$ cat src/rtl/led_pwm_dimmer_pkg.sv
// rtl/led_pwm_dimmer_pkg.sv - register map, field positions and widths for led_pwm_dimmer
package led_pwm_dimmer_pkg;

  localparam logic [1:0] ADDR_CTRL     = 2'd0;
  localparam logic [1:0] ADDR_PRESCALE = 2'd1;
  localparam logic [1:0] ADDR_BLINK    = 2'd2;
  localparam logic [1:0] ADDR_STATUS   = 2'd3;

  localparam int CTRL_EN_BIT       = 0;
  localparam int CTRL_BLINK_EN_BIT = 1;
  localparam int CTRL_DUTY_LSB     = 8;

  localparam int DUTY_W  = 8;
  localparam int PRE_W   = 16;
  localparam int PWM_W   = 8;
  localparam int BLINK_W = 16;

  // Squared duty keeps full-on at full-on so DUTY 255 never drops a frame slot.
  function automatic logic [DUTY_W-1:0] gamma_duty(input logic [DUTY_W-1:0] duty);
    logic [2*DUTY_W-1:0] sq;
    sq = {{DUTY_W{1'b0}}, duty} * {{DUTY_W{1'b0}}, duty};
    return (duty == {DUTY_W{1'b1}}) ? {DUTY_W{1'b1}} : sq[2*DUTY_W-1:DUTY_W];
  endfunction

endpackage

$ cat src/rtl/led_pwm_timebase.sv
// rtl/led_pwm_timebase.sv - prescaler, 8-bit PWM frame counter and blink phase generator
module led_pwm_timebase
  import led_pwm_dimmer_pkg::*;
(
  input  logic               clk,
  input  logic               reset_n,
  input  logic [PRE_W-1:0]   i_prescale,
  input  logic [BLINK_W-1:0] i_blink_period,
  input  logic               i_prescale_load,
  input  logic               i_blink_load,
  output logic [PWM_W-1:0]   o_pwm_cnt,
  output logic               o_frame_end,
  output logic               o_phase
);

  logic [PRE_W-1:0]   r_pre_cnt;
  logic [PWM_W-1:0]   r_pwm_cnt;
  logic [BLINK_W-1:0] r_blink_cnt;
  logic               r_phase;
  logic               w_tick;
  logic               w_frame_end;

  // A PRESCALE load restarts the prescaler and swallows any tick due that cycle.
  assign w_tick      = (r_pre_cnt == i_prescale) && !i_prescale_load;
  assign w_frame_end = w_tick && (r_pwm_cnt == {PWM_W{1'b1}});

  always_ff @(posedge clk or negedge reset_n) begin
    if (!reset_n) begin
      r_pre_cnt   <= '0;
      r_pwm_cnt   <= '0;
      r_blink_cnt <= '0;
      r_phase     <= 1'b1;
    end else begin
      if (i_prescale_load || w_tick)
        r_pre_cnt <= '0;
      else
        r_pre_cnt <= r_pre_cnt + 1'b1;

      if (w_tick)
        r_pwm_cnt <= r_pwm_cnt + 1'b1;

      if (i_blink_load) begin
        r_blink_cnt <= '0;
      end else if (w_frame_end) begin
        if (r_blink_cnt == i_blink_period) begin
          r_phase     <= ~r_phase;
          r_blink_cnt <= '0;
        end else begin
          r_blink_cnt <= r_blink_cnt + 1'b1;
        end
      end
    end
  end

  assign o_pwm_cnt   = r_pwm_cnt;
  assign o_frame_end = w_frame_end;
  assign o_phase     = r_phase;

endmodule

$ cat src/rtl/led_pwm_dimmer.sv
// rtl/led_pwm_dimmer.sv - PWM brightness and blink gate for the LEDG pins with a 4-register slave
// Optional gamma-corrected duty when LED_PWM_DIMMER_GAMMA_EN is defined.
module led_pwm_dimmer
  import led_pwm_dimmer_pkg::*;
#(
  parameter int N_LED        = 9,
  parameter int PRESCALE_RST = 49,
  parameter int BLINK_RST    = 976
) (
  input  logic             clk,
  input  logic             reset_n,
  input  logic [1:0]       address,
  input  logic             chipselect,
  input  logic             write_n,
  input  logic [31:0]      writedata,
  output logic [31:0]      readdata,
  input  logic [N_LED-1:0] led_in,
  output logic [N_LED-1:0] led_out
);

  logic               r_en;
  logic               r_blink_en;
  logic [DUTY_W-1:0]  r_duty;
  logic [PRE_W-1:0]   r_prescale;
  logic [BLINK_W-1:0] r_blink_period;
  logic [N_LED-1:0]   r_led_out;

  logic               w_wr;
  logic               w_prescale_load;
  logic               w_blink_load;
  logic [PWM_W-1:0]   w_pwm_cnt;
  logic               w_frame_end;
  logic               w_phase;
  logic [DUTY_W-1:0]  w_eff_duty;
  logic [DUTY_W-1:0]  w_status_gamma;
  logic               w_pwm_on;
  logic               w_gate;
  logic               w_unused;

  assign w_wr            = chipselect && !write_n;
  assign w_prescale_load = w_wr && (address == ADDR_PRESCALE);
  assign w_blink_load    = w_wr && (address == ADDR_BLINK);

  always_ff @(posedge clk or negedge reset_n) begin
    if (!reset_n) begin
      r_en           <= 1'b0;
      r_blink_en     <= 1'b0;
      r_duty         <= '0;
      r_prescale     <= PRE_W'(PRESCALE_RST);
      r_blink_period <= BLINK_W'(BLINK_RST);
    end else if (w_wr) begin
      case (address)
        ADDR_CTRL: begin
          r_en       <= writedata[CTRL_EN_BIT];
          r_blink_en <= writedata[CTRL_BLINK_EN_BIT];
          r_duty     <= writedata[CTRL_DUTY_LSB +: DUTY_W];
        end
        ADDR_PRESCALE: r_prescale     <= writedata[PRE_W-1:0];
        ADDR_BLINK:    r_blink_period <= writedata[BLINK_W-1:0];
        default: ;
      endcase
    end
  end

  led_pwm_timebase u_timebase (
    .clk             (clk),
    .reset_n         (reset_n),
    .i_prescale      (r_prescale),
    .i_blink_period  (r_blink_period),
    .i_prescale_load (w_prescale_load),
    .i_blink_load    (w_blink_load),
    .o_pwm_cnt       (w_pwm_cnt),
    .o_frame_end     (w_frame_end),
    .o_phase         (w_phase)
  );

`ifdef LED_PWM_DIMMER_GAMMA_EN
  assign w_eff_duty     = gamma_duty(r_duty);
  assign w_status_gamma = w_eff_duty;
`else
  assign w_eff_duty     = r_duty;
  assign w_status_gamma = '0;
`endif

  // Full-scale duty is forced on so the pwm_cnt == 255 slot does not blink off.
  assign w_pwm_on = (w_eff_duty == {DUTY_W{1'b1}}) || (w_pwm_cnt < w_eff_duty);
  assign w_gate   = w_pwm_on && (!r_blink_en || w_phase);

  always_ff @(posedge clk or negedge reset_n) begin
    if (!reset_n)
      r_led_out <= '0;
    else if (r_en)
      r_led_out <= led_in & {N_LED{w_gate}};
    else
      r_led_out <= led_in;
  end

  assign led_out = r_led_out;

  always_comb begin
    readdata = '0;
    case (address)
      ADDR_CTRL: begin
        readdata[CTRL_EN_BIT]                = r_en;
        readdata[CTRL_BLINK_EN_BIT]          = r_blink_en;
        readdata[CTRL_DUTY_LSB +: DUTY_W]    = r_duty;
      end
      ADDR_PRESCALE: readdata[PRE_W-1:0]   = r_prescale;
      ADDR_BLINK:    readdata[BLINK_W-1:0] = r_blink_period;
      default: begin
        readdata[0]     = w_phase;
        readdata[15:8]  = w_pwm_cnt;
        readdata[23:16] = w_status_gamma;
      end
    endcase
  end

  assign w_unused = &{1'b0, writedata[31:16], writedata[7:2], w_frame_end};

endmodule
$ cat config.mk
export PLATFORM = sky130hd
export DESIGN_NAME = led_pwm_dimmer
export DESIGN_NICKNAME = d
export VERILOG_FILES = /design/src/rtl/led_pwm_dimmer_pkg.sv /design/src/rtl/led_pwm_timebase.sv /design/src/rtl/led_pwm_dimmer.sv
export SDC_FILE = /design/constraint.sdc
export NUM_CORES = 1
export LEC_CHECK = 0
export CAP_MARGIN = 40
export CELL_PAD_IN_SITES_DETAIL_PLACEMENT = 1
export CELL_PAD_IN_SITES_GLOBAL_PLACEMENT = 2
export CORE_MARGIN = 2
export CORE_UTILIZATION = 25
export CTS_CLUSTER_SIZE = 40
export DETAILED_ROUTE_END_ITERATION = 8
export HOLD_SLACK_MARGIN = 0.15
export PLACE_DENSITY = 0.65
export RECOVER_POWER = 100
export REMOVE_ABC_BUFFERS = 1
export SYNTH_ARGS = -nofsm -noshare
export SYNTH_HDL_FRONTEND = slang
export SYNTH_SLANG_ARGS = --single-unit
$ cat constraint.sdc
create_clock -name clk -period 6.23 [get_ports clk]
set_clock_uncertainty 0.05 [all_clocks]
set_input_delay 1.5575 -clock clk [delete_from_list [all_inputs] [get_ports clk]]
set_output_delay 1.5575 -clock clk [all_outputs]
set_load 0.05 [all_outputs]
==> results of run 1 <==
per-layer routing:
layer,GRT usage,up-vias,share of wire
met1,0.1945,1956,0.49
met5,0,-,0
li1,-,1817,-
met4,0.03495,0,0.011
met3,0.03542,14,0.050
met2,0.2224,84,0.45
Yosys cell counts, types with 2 or more instances:
master     count  area (um^2)
a211oi_1       2        15.01
a21boi_0       9        67.56
a21o_1        14        105.1
a222oi_1      10        100.1
a22oi_1        6        45.04
a31o_2         4        35.03
and2_1         2        12.51
and3_1         8        50.05
and4_1         3        26.28
buf_1          5        18.77
buf_2          2        10.01
buf_4         17        127.6
clkbuf_1      12        45.04
dfrtp_1       83         2077
dfstp_2        9        236.5
ha_1          14        175.2
inv_1         23        86.33
mux2_2        26        292.8
mux2i_1        9        90.09
nand2_1       87        326.6
nand2b_1       2        12.51
nand3_1       17        85.08
nand4_1       12        75.07
nor2_1        31        116.4
nor2b_1        9        56.30
nor3_1         2        10.01
nor4_1         4        25.02
nor4_2         3        37.54
o21ai_0        2        10.01
o22ai_1        9        56.30
o2bb2ai_2      2        30.03
o32ai_1        4        35.03
xnor2_1       28        245.2
xor2_1        27        236.5
where the power goes:
group | switching (mW) | internal, mW | leakage, nW
Combinational | 0.277 | 0.186 | 1.56
Clock | 0.249 | 0.393 | 0.155
Sequential | 0.108 | 0.697 | 1.10
stage by stage:
step | cells | setup slack [ps] | instance area [um^2]
CTS | 827 | 417.7 | 6180
floorplan | 482 | 1611 | 4883
global placement | 810 | 539.1 | 5823
finish | 827 | 220.3 | 6136
detailed placement | 811 | 438.2 | 5838
global route | 827 | 144.2 | 6136
cells in the final DEF, fill, tap and decap left out, types with 10 or more instances in the layout:
cell type,count
a21o_1,14
inv_1,23
a222oi_1,10
xor2_1,27
nor2_1,31
dlygate4sd3_1,26
mux2_2,26
nand2_1,87
clkdlybuf4s50_1,28
conb_1,16
ha_1,14
xnor2_1,28
dfrtp_1,83
nand4_1,12
nand3_1,17
sequential cells by signal, summed over array words and instances, names as in the netlist, 8 cells and up:
signal                  flops
u_timebase.r_pre_cnt       16
u_timebase.o_pwm_cnt        8
led_out                     9
r_prescale                 16
r_duty                      8
r_blink_period             16
u_timebase.r_blink_cnt     16
path summary, 6_finish.rpt:
check | slack, ps | depth (start not counted) | end | startpoint
setup / recovery | 220 | 6 | readdata[0] | address[1]
hold / removal | 430 | 2 | r_prescale[5]$_DFFE_PN1P_ | r_prescale[5]$_DFFE_PN1P_
setup reg to reg | 2530 | 8 | u_timebase.r_blink_cnt[14]$_DFFE_PN0P_ | r_prescale[4]$_DFFE_PN1P_
hold reg to reg | 430 | 2 | r_prescale[5]$_DFFE_PN1P_ | r_prescale[5]$_DFFE_PN1P_
max in group asynchronous | 1770 | 2 | led_out[2]$_DFF_PN0_ | reset_n
min in group asynchronous | 2040 | 1 | u_timebase.r_pre_cnt[0]$_DFF_PN0_ | reset_n
tightest hold or removal path, cell delays in order (launching register included):
cell     delay, ps
dfstp_2        380
nand2_1         50
nand2_1         50
cell type report:
type	instances	area share
multi-input cells	367	0.4029
flip-flops and latches	92	0.3770
repair buffers	64	0.09625
well taps	265	0.05404
clock buffers	10	0.03732
clock inverters	6	0.01835
inverters	23	0.01407
cell families after synthesis:
family                     after synthesis
AOI/OAI and AO/OA                       65
adders and majority gates               14
and+or+nand+nor                        182
buffers and inverters                   60
xor gates and xnor gates                55
DFF                                     92
other                                    1
muxes                                   35
==> results.txt, run 1 <==
----------------------------------------------------
[Worst setup path]
  Maximum single-stage delay on the critical path ... 930 ps
  Cells along the critical path ... dlygate4sd3_1 > inv_1 > ha_1 > a222oi_1 > mux2i_1 > dlygate4sd3_1
  Slowest library cell on the worst path ... dlygate4sd3_1
  Cell with the most instances on the worst path ... dlygate4sd3_1
  Kind of cell with the highest combined delay on the critical path ... buffers and inverters
  Number of buffer and inverter stages on the critical path ... 3
  Kind of start point of the critical path ... input port
  Worst Setup End Kind ... output pin
  Required time worst endpoint ... approximately 4600 ps
  Crit path arrival time ... 4400 ps
  Largest fanout of any net on the critical path ... 18
  Worst Path Class, Setup ... input port to output pin

[Synth]
  Adder-Cell Fraction of Synth Area ... 0.03476
  Yosys synthesis warning count ... 0
  Portion of the post-synthesis area used by sequential elements ... 0.4590
  Number of enable-type register cells in the synthesized netlist ... 0
  Netlist cell types ... 41
  Dominant combinational cell family by area after synthesis ... simple AND/OR/NAND/NOR gates
  Post-synthesis compound-gate area fraction ... 0.1035
  Main synth FF type ... dfrtp_1
  Async set or reset register ratio after synthesis ... 1.000
  Post-Synth XOR/XNOR Area ... 0.09558
  Count of mapped cells out of synthesis ... 504
  Netlist Area Pre-Place ... 5040 um^2
  #FFs+latches synth ... between 90 and 100
  Multiplexer share of the synthesized area ... 0.07597
  Average cell area after synthesis ... approximately 10 um^2
  Simple-gate area share of the yosys netlist ... 0.1711

[Final layout]
  Combined area of the multi-input logic cells ... approximately 2500 um^2
  Area added between synthesis and finish ... 21.75%
  FF+latch area ... approximately 2300 um^2
  Layout cell share with drive strength beyond 1 ... 0.1139
  Antenna Diode Count ... 0
  Share of the core filled with cells ... 0.3122
  Filler cell count in the final layout ... 2274
  Post-layout net count ... 618

[Flow run]
  Reported max-cap violation count ... 2

[Place]
  Post-DP HPWL ... 10590 um
  RD Place Congestion ... 0.7879
  Buffers on Ports ... 55

[Pwr]
  Power per standard cell area ... a little over 300 nW/um^2
  Power Total ... 1.908 mW
  VDD IR max ... 128.9 uV
  Pleak ... about 2.8 nW

[Detailed routing]
  Count of nets left with antenna violations after detail routing ... 0
  Overall via count from detail_route ... 3871
  Detailed Route WL ... 14740 um
  Detailed-route wire length per cell ... 17.83 um
  Count of TritonRoute iterations in the first routing pass ... 5
  Number of vias per cell ... 4.681
  Number of DRC violations after detailed-routing iteration 0 ... 174
  Drt drc ... 0

[Clocking]
  H-tree levels ... 3
  Resized cells post-CTS ... 0
  Clock sink count ... 92
  Clock Root Buffer ... clkbuf_16
  Clock tree from TritonCTS ... done
  Hold-fix buffers, CTS ... 0
  Clock transition at the registers of the reported paths ... around 70 ps
  Insertion delay to the later sink of the worst-skew pair ... 350 ps
  Maximum buffer depth of the clock tree ... 2
  Post-CTS Setup Bufs ... 0
  Number of clock buffers inserted by TritonCTS ... 9

[STA]
  Slew HR ... -0.8483
  Actual slew at the worst max-slew pin ... 2772 ps
  Summed negative setup slack over all endpoints ... 0 ps
  Max Transition Viols Final ... between 80 and 90
  Final setup violating endpoints ... 0
  Worst hold slack across all endpoints ... roughly 430 ps
  Setup repair after global routing missed its margin ... false
  Peak clock frequency supported by timing ... about 0.17 GHz
  Post-layout min period ... roughly 6000 ps
  Final Cycle Share ... 0.9646
  Number of endpoints with negative hold slack in the final report ... 0

[Floorplanning]
  Core area ... 19650 um^2
  Die height ... 146.0 um
  Ports placed on the boundary ... 88
  Initial core utilization ... 0.2564
  Standard-cell row count ... 51
  Die Span X ... ~150 um
  Die Footprint ... approximately 21000 um^2

[Hold path]
  Tightest Hold Check Type ... flop to flop

[Global route]
  GR Util All Layers ... 0.1411
  Via count of the first global-routing pass ... 4088
  Antenna violations before repair ... 0
  Largest net degree at the start of global routing ... 48
  First-pass GRT wire length ... 23490 um
  Overall overflow remaining after global route ... 0

[Status]
  Violated checks ... max-capacitance violations, max-slew violations
  Result of the run ... finished with violations

----------------------------------------------------
(Power assumes the default switching activity.)
==> inputs of run 2 (changes only) <==
--- a/config.mk
+++ b/config.mk
@@ -10,12 +10,14 @@
 export CELL_PAD_IN_SITES_GLOBAL_PLACEMENT = 2
 export CORE_MARGIN = 2
 export CORE_UTILIZATION = 25
+export CTS_BUF_LIST = sky130_fd_sc_hd__clkbuf_16
 export CTS_CLUSTER_SIZE = 40
 export DETAILED_ROUTE_END_ITERATION = 8
 export HOLD_SLACK_MARGIN = 0.15
 export PLACE_DENSITY = 0.65
 export RECOVER_POWER = 100
 export REMOVE_ABC_BUFFERS = 1
+export SLEW_MARGIN = 20
 export SYNTH_ARGS = -nofsm -noshare
 export SYNTH_HDL_FRONTEND = slang
 export SYNTH_SLANG_ARGS = --single-unit
==> run 2 against run 1 <==
Net effect: the flow still finishes with violations (max-capacitance violations, max-slew violations); critical path depth unchanged; combinational power about the same; total power is 0.96% lower; core utilization about the same; register-to-register slack better by 30 ps; via count shrank 0.34%; critical path type unchanged.
==> results.txt, run 2 (synthesized netlist as in run 1, its figures left out) <==
----------------------------------------------------
[Status]
  Result of the run ... finished with violations (unchanged)
  Violated checks ... max-capacitance violations, max-slew violations (unchanged)

[Clocking]
  Clock sink count ... 92 (unchanged)
  Clock tree from TritonCTS ... done (unchanged)
  H-tree levels ... 3 (unchanged)
  Insertion delay to the later sink of the worst-skew pair ... 350 ps (about the same)
  Clock transition at the registers of the reported paths ... 60 ps (was 70 ps)
  Resized cells post-CTS ... 0 (unchanged)
  Post-CTS Setup Bufs ... 0 (unchanged)
  Clock Root Buffer ... clkbuf_16 (unchanged)
  Number of clock buffers inserted by TritonCTS ... 9 (unchanged)
  Maximum buffer depth of the clock tree ... 2 (unchanged)
  Hold-fix buffers, CTS ... 0 (unchanged)

[Final layout]
  Antenna Diode Count ... 0 (unchanged)
  Most common library cell in the layout ignoring fill and taps ... nand2_1 (unchanged)
  Filler cell count in the final layout ... 2251 (was 2274)
  Commonest cells after routing, fill and taps aside ... nand2_1 (87), dfrtp_1 (83), nor2_1 (31) (unchanged)
  Combined area of the multi-input logic cells ... 2472 um^2 (unchanged)
  Cell Count, Final, Fillers Out ... 827 (unchanged)
  Post-layout net count ... 618 (unchanged)
  Final design instance area without fill ... 6127 um^2 (was 6136 um^2)
  FF+latch area ... 2313 um^2 (unchanged)
  Layout cell share with drive strength beyond 1 ... 0.1121 (was 0.1139)
  Area added between synthesis and finish ... 21.57% (was 21.75%)

[STA]
  Worst hold slack across all endpoints ... 434.1 ps (was 430.7 ps)
  Final setup margin ... 272.8 ps (was 220.3 ps)
  Number of endpoints with negative hold slack in the final report ... 0 (unchanged)
  Final Cycle Share ... 0.9562 (was 0.9646)
  Post-layout min period ... 5957 ps (was 6010 ps)
  Final setup violating endpoints ... 0 (unchanged)
  Setup repair after global routing missed its margin ... false (unchanged)
  Actual slew at the worst max-slew pin ... 2769 ps (was 2772 ps)
  Max Transition Viols Final ... 82 (unchanged)
  Peak clock frequency supported by timing ... 0.1679 GHz (was 0.1664 GHz)
  Summed negative setup slack over all endpoints ... 0 ps (unchanged)
  Slew HR ... -0.8463 (was -0.8483)

[Global route]
  Antenna violations before repair ... 0 (unchanged)
  Largest net degree at the start of global routing ... 48 (unchanged)
  GR Util All Layers ... 0.1406 (was 0.1411)
  Overall overflow remaining after global route ... 0 (unchanged)
  Via count of the first global-routing pass ... 4040 (was 4088)
  First-pass GRT wire length ... 23370 um (was 23490 um)

[Place]
  Placed cell area ... 5834 um^2 (was 5838 um^2)
  Buffers on Ports ... 55 (unchanged)
  RD Place Congestion ... 0.7879 (unchanged)
  Post-Place Cells ... 811 (unchanged)
  Post-DP HPWL ... 10640 um (was 10590 um)
  Pre-CTS setup slack ... 473.9 ps (was 438.2 ps)

[Pwr]
  Clk network pwr share ... 0.330 (was 0.336)
  Combinational power share ... 0.244 (was 0.242)
  Power per standard cell area ... 308.5 nW/um^2 (was 311.0 nW/um^2)
  Share of power burned in registers ... 0.426 (was 0.421)
  Pleak ... 2.829 nW (was 2.814 nW)
  Internal power contribution ... 1.270 mW (was 1.275 mW)
  Switching fraction of total power ... 0.3279 (was 0.3318)
  VDD IR max ... 133.1 uV (was 128.9 uV)
  Sw power ... 619.8 uW (was 633.3 uW)

[Flow run]
  Reported max-cap violation count ... 2 (unchanged)

[Worst setup path]
  Worst Path Class, Setup ... input port to output pin (unchanged)
  Kind of cell with the highest combined delay on the critical path ... buffers and inverters (unchanged)
  Largest fanout of any net on the critical path ... 18 (unchanged)
  Endpoint of the lowest-slack register-to-register path ... u_timebase.r_blink_cnt[14]$_DFFE_PN0P_ (unchanged)
  Cell with the most instances on the worst path ... dlygate4sd3_1 (unchanged)
  Maximum single-stage delay on the critical path ... 900 ps (was 930 ps)
  Number of buffer and inverter stages on the critical path ... 3 (unchanged)
  Kind of start point of the critical path ... input port (unchanged)
  Worst reg-to-reg path cell count ... 8 (unchanged)
  Crit path arrival time ... 4350 ps (was 4400 ps)
  Cells along the critical path ... dlygate4sd3_1 > inv_1 > ha_1 > a222oi_1 > mux2i_1 > dlygate4sd3_1 (unchanged)
  Worst Setup End Kind ... output pin (unchanged)
  Startpoint of the worst register-to-register path ... r_prescale[4]$_DFFE_PN1P_ (unchanged)
  Slowest library cell on the worst path ... dlygate4sd3_1 (unchanged)
  Required time worst endpoint ... 4620 ps (about the same)
  Reg2reg setup slack ... 2560 ps (was 2530 ps)

[Floorplanning]
  Core area ... 19650 um^2 (unchanged)
  Standard-cell row count ... 51 (unchanged)
  Ports placed on the boundary ... 88 (unchanged)
  Die height ... 146.0 um (unchanged)
  Initial core utilization ... 0.2564 (unchanged)
  Die Footprint ... 21310 um^2 (unchanged)
  Die Span X ... 146.0 um (unchanged)

[Detailed routing]
  Detailed-route wire length per cell ... 17.63 um (was 17.83 um)
  Detailed Route WL ... 14580 um (was 14740 um)
  Number of DRC violations after detailed-routing iteration 0 ... 218 (was 174)
  Overall via count from detail_route ... 3858 (was 3871)
  Drt drc ... 0 (unchanged)
  Number of vias per cell ... 4.665 (was 4.681)
  Count of TritonRoute iterations in the first routing pass ... 5 (unchanged)
  Count of nets left with antenna violations after detail routing ... 0 (unchanged)

[Hold path]
  Worst Min Path Start ... r_prescale[4]$_DFFE_PN1P_ (was r_prescale[5]$_DFFE_PN1P_)
  Depth of the worst hold-timing path ... 2 (unchanged)
  Sink of the worst hold path ... r_prescale[4]$_DFFE_PN1P_ (was r_prescale[5]$_DFFE_PN1P_)
  Tightest Hold Check Type ... flop to flop (unchanged)

----------------------------------------------------
==> run 2: cell type report <==
cell class,count,area share
Clock buffer,9,0.03676
Clock inverter,7,0.01756
Inverter,23,0.01409
Multi-Input combinational cell,367,0.4035
Sequential cell,92,0.3776
Tap cell,265,0.05411
Timing Repair Buffer,64,0.09639
==> run 2: worst register-to-register path, delay by kind of cell (launching register included) <==
family,cells,cell delay (ps)
simple gates,4,1670
buf+inv,2,1090
flops,1,560
compound gates,1,180
xor+xnor,1,70
==> run 2: per-stage QoR <==
stage	power, mW	utilization
5_1_grt	1.998	0.3118
4_1_cts	1.928	0.3138
3_3_place_gp	1.278	0.2963
6_report	1.890	0.3118
2_1_floorplan	1.104	-
3_5_place_dp	1.293	0.2969
==> run 2: worst max-delay path by stage <==
stage,endpoint,depth (start not counted),from,slack (ps)
global route,readdata[0],6,address[1],180
CTS,readdata[0],6,address[1],440
detailed placement,readdata[0],6,address[1],470
global placement,readdata[13],6,address[1],540
floorplan,readdata[10],4,address[0],1610
finish,readdata[15],6,address[1],270
==> run 2: metal layers <==
| metal | share of wire | track usage | vias to the layer above |
|---|---|---|---|
| met5 | 0 | 0 | - |
| met4 | 0.012 | 0.04078 | 0 |
| met3 | 0.046 | 0.02947 | 13 |
| met2 | 0.45 | 0.2172 | 90 |
| met1 | 0.49 | 0.1985 | 1925 |
| li1 | - | - | 1830 |
==> run 2: power groups by stage <==
stage	Sequential (mW)	Combinational [mW]	Clock, mW
after CTS	0.808	0.478	0.642
after global placement	0.815	0.463	0
after detailed placement	0.819	0.474	0
after global routing	0.819	0.507	0.672
after floorplan	0.807	0.297	0
final	0.805	0.462	0.623
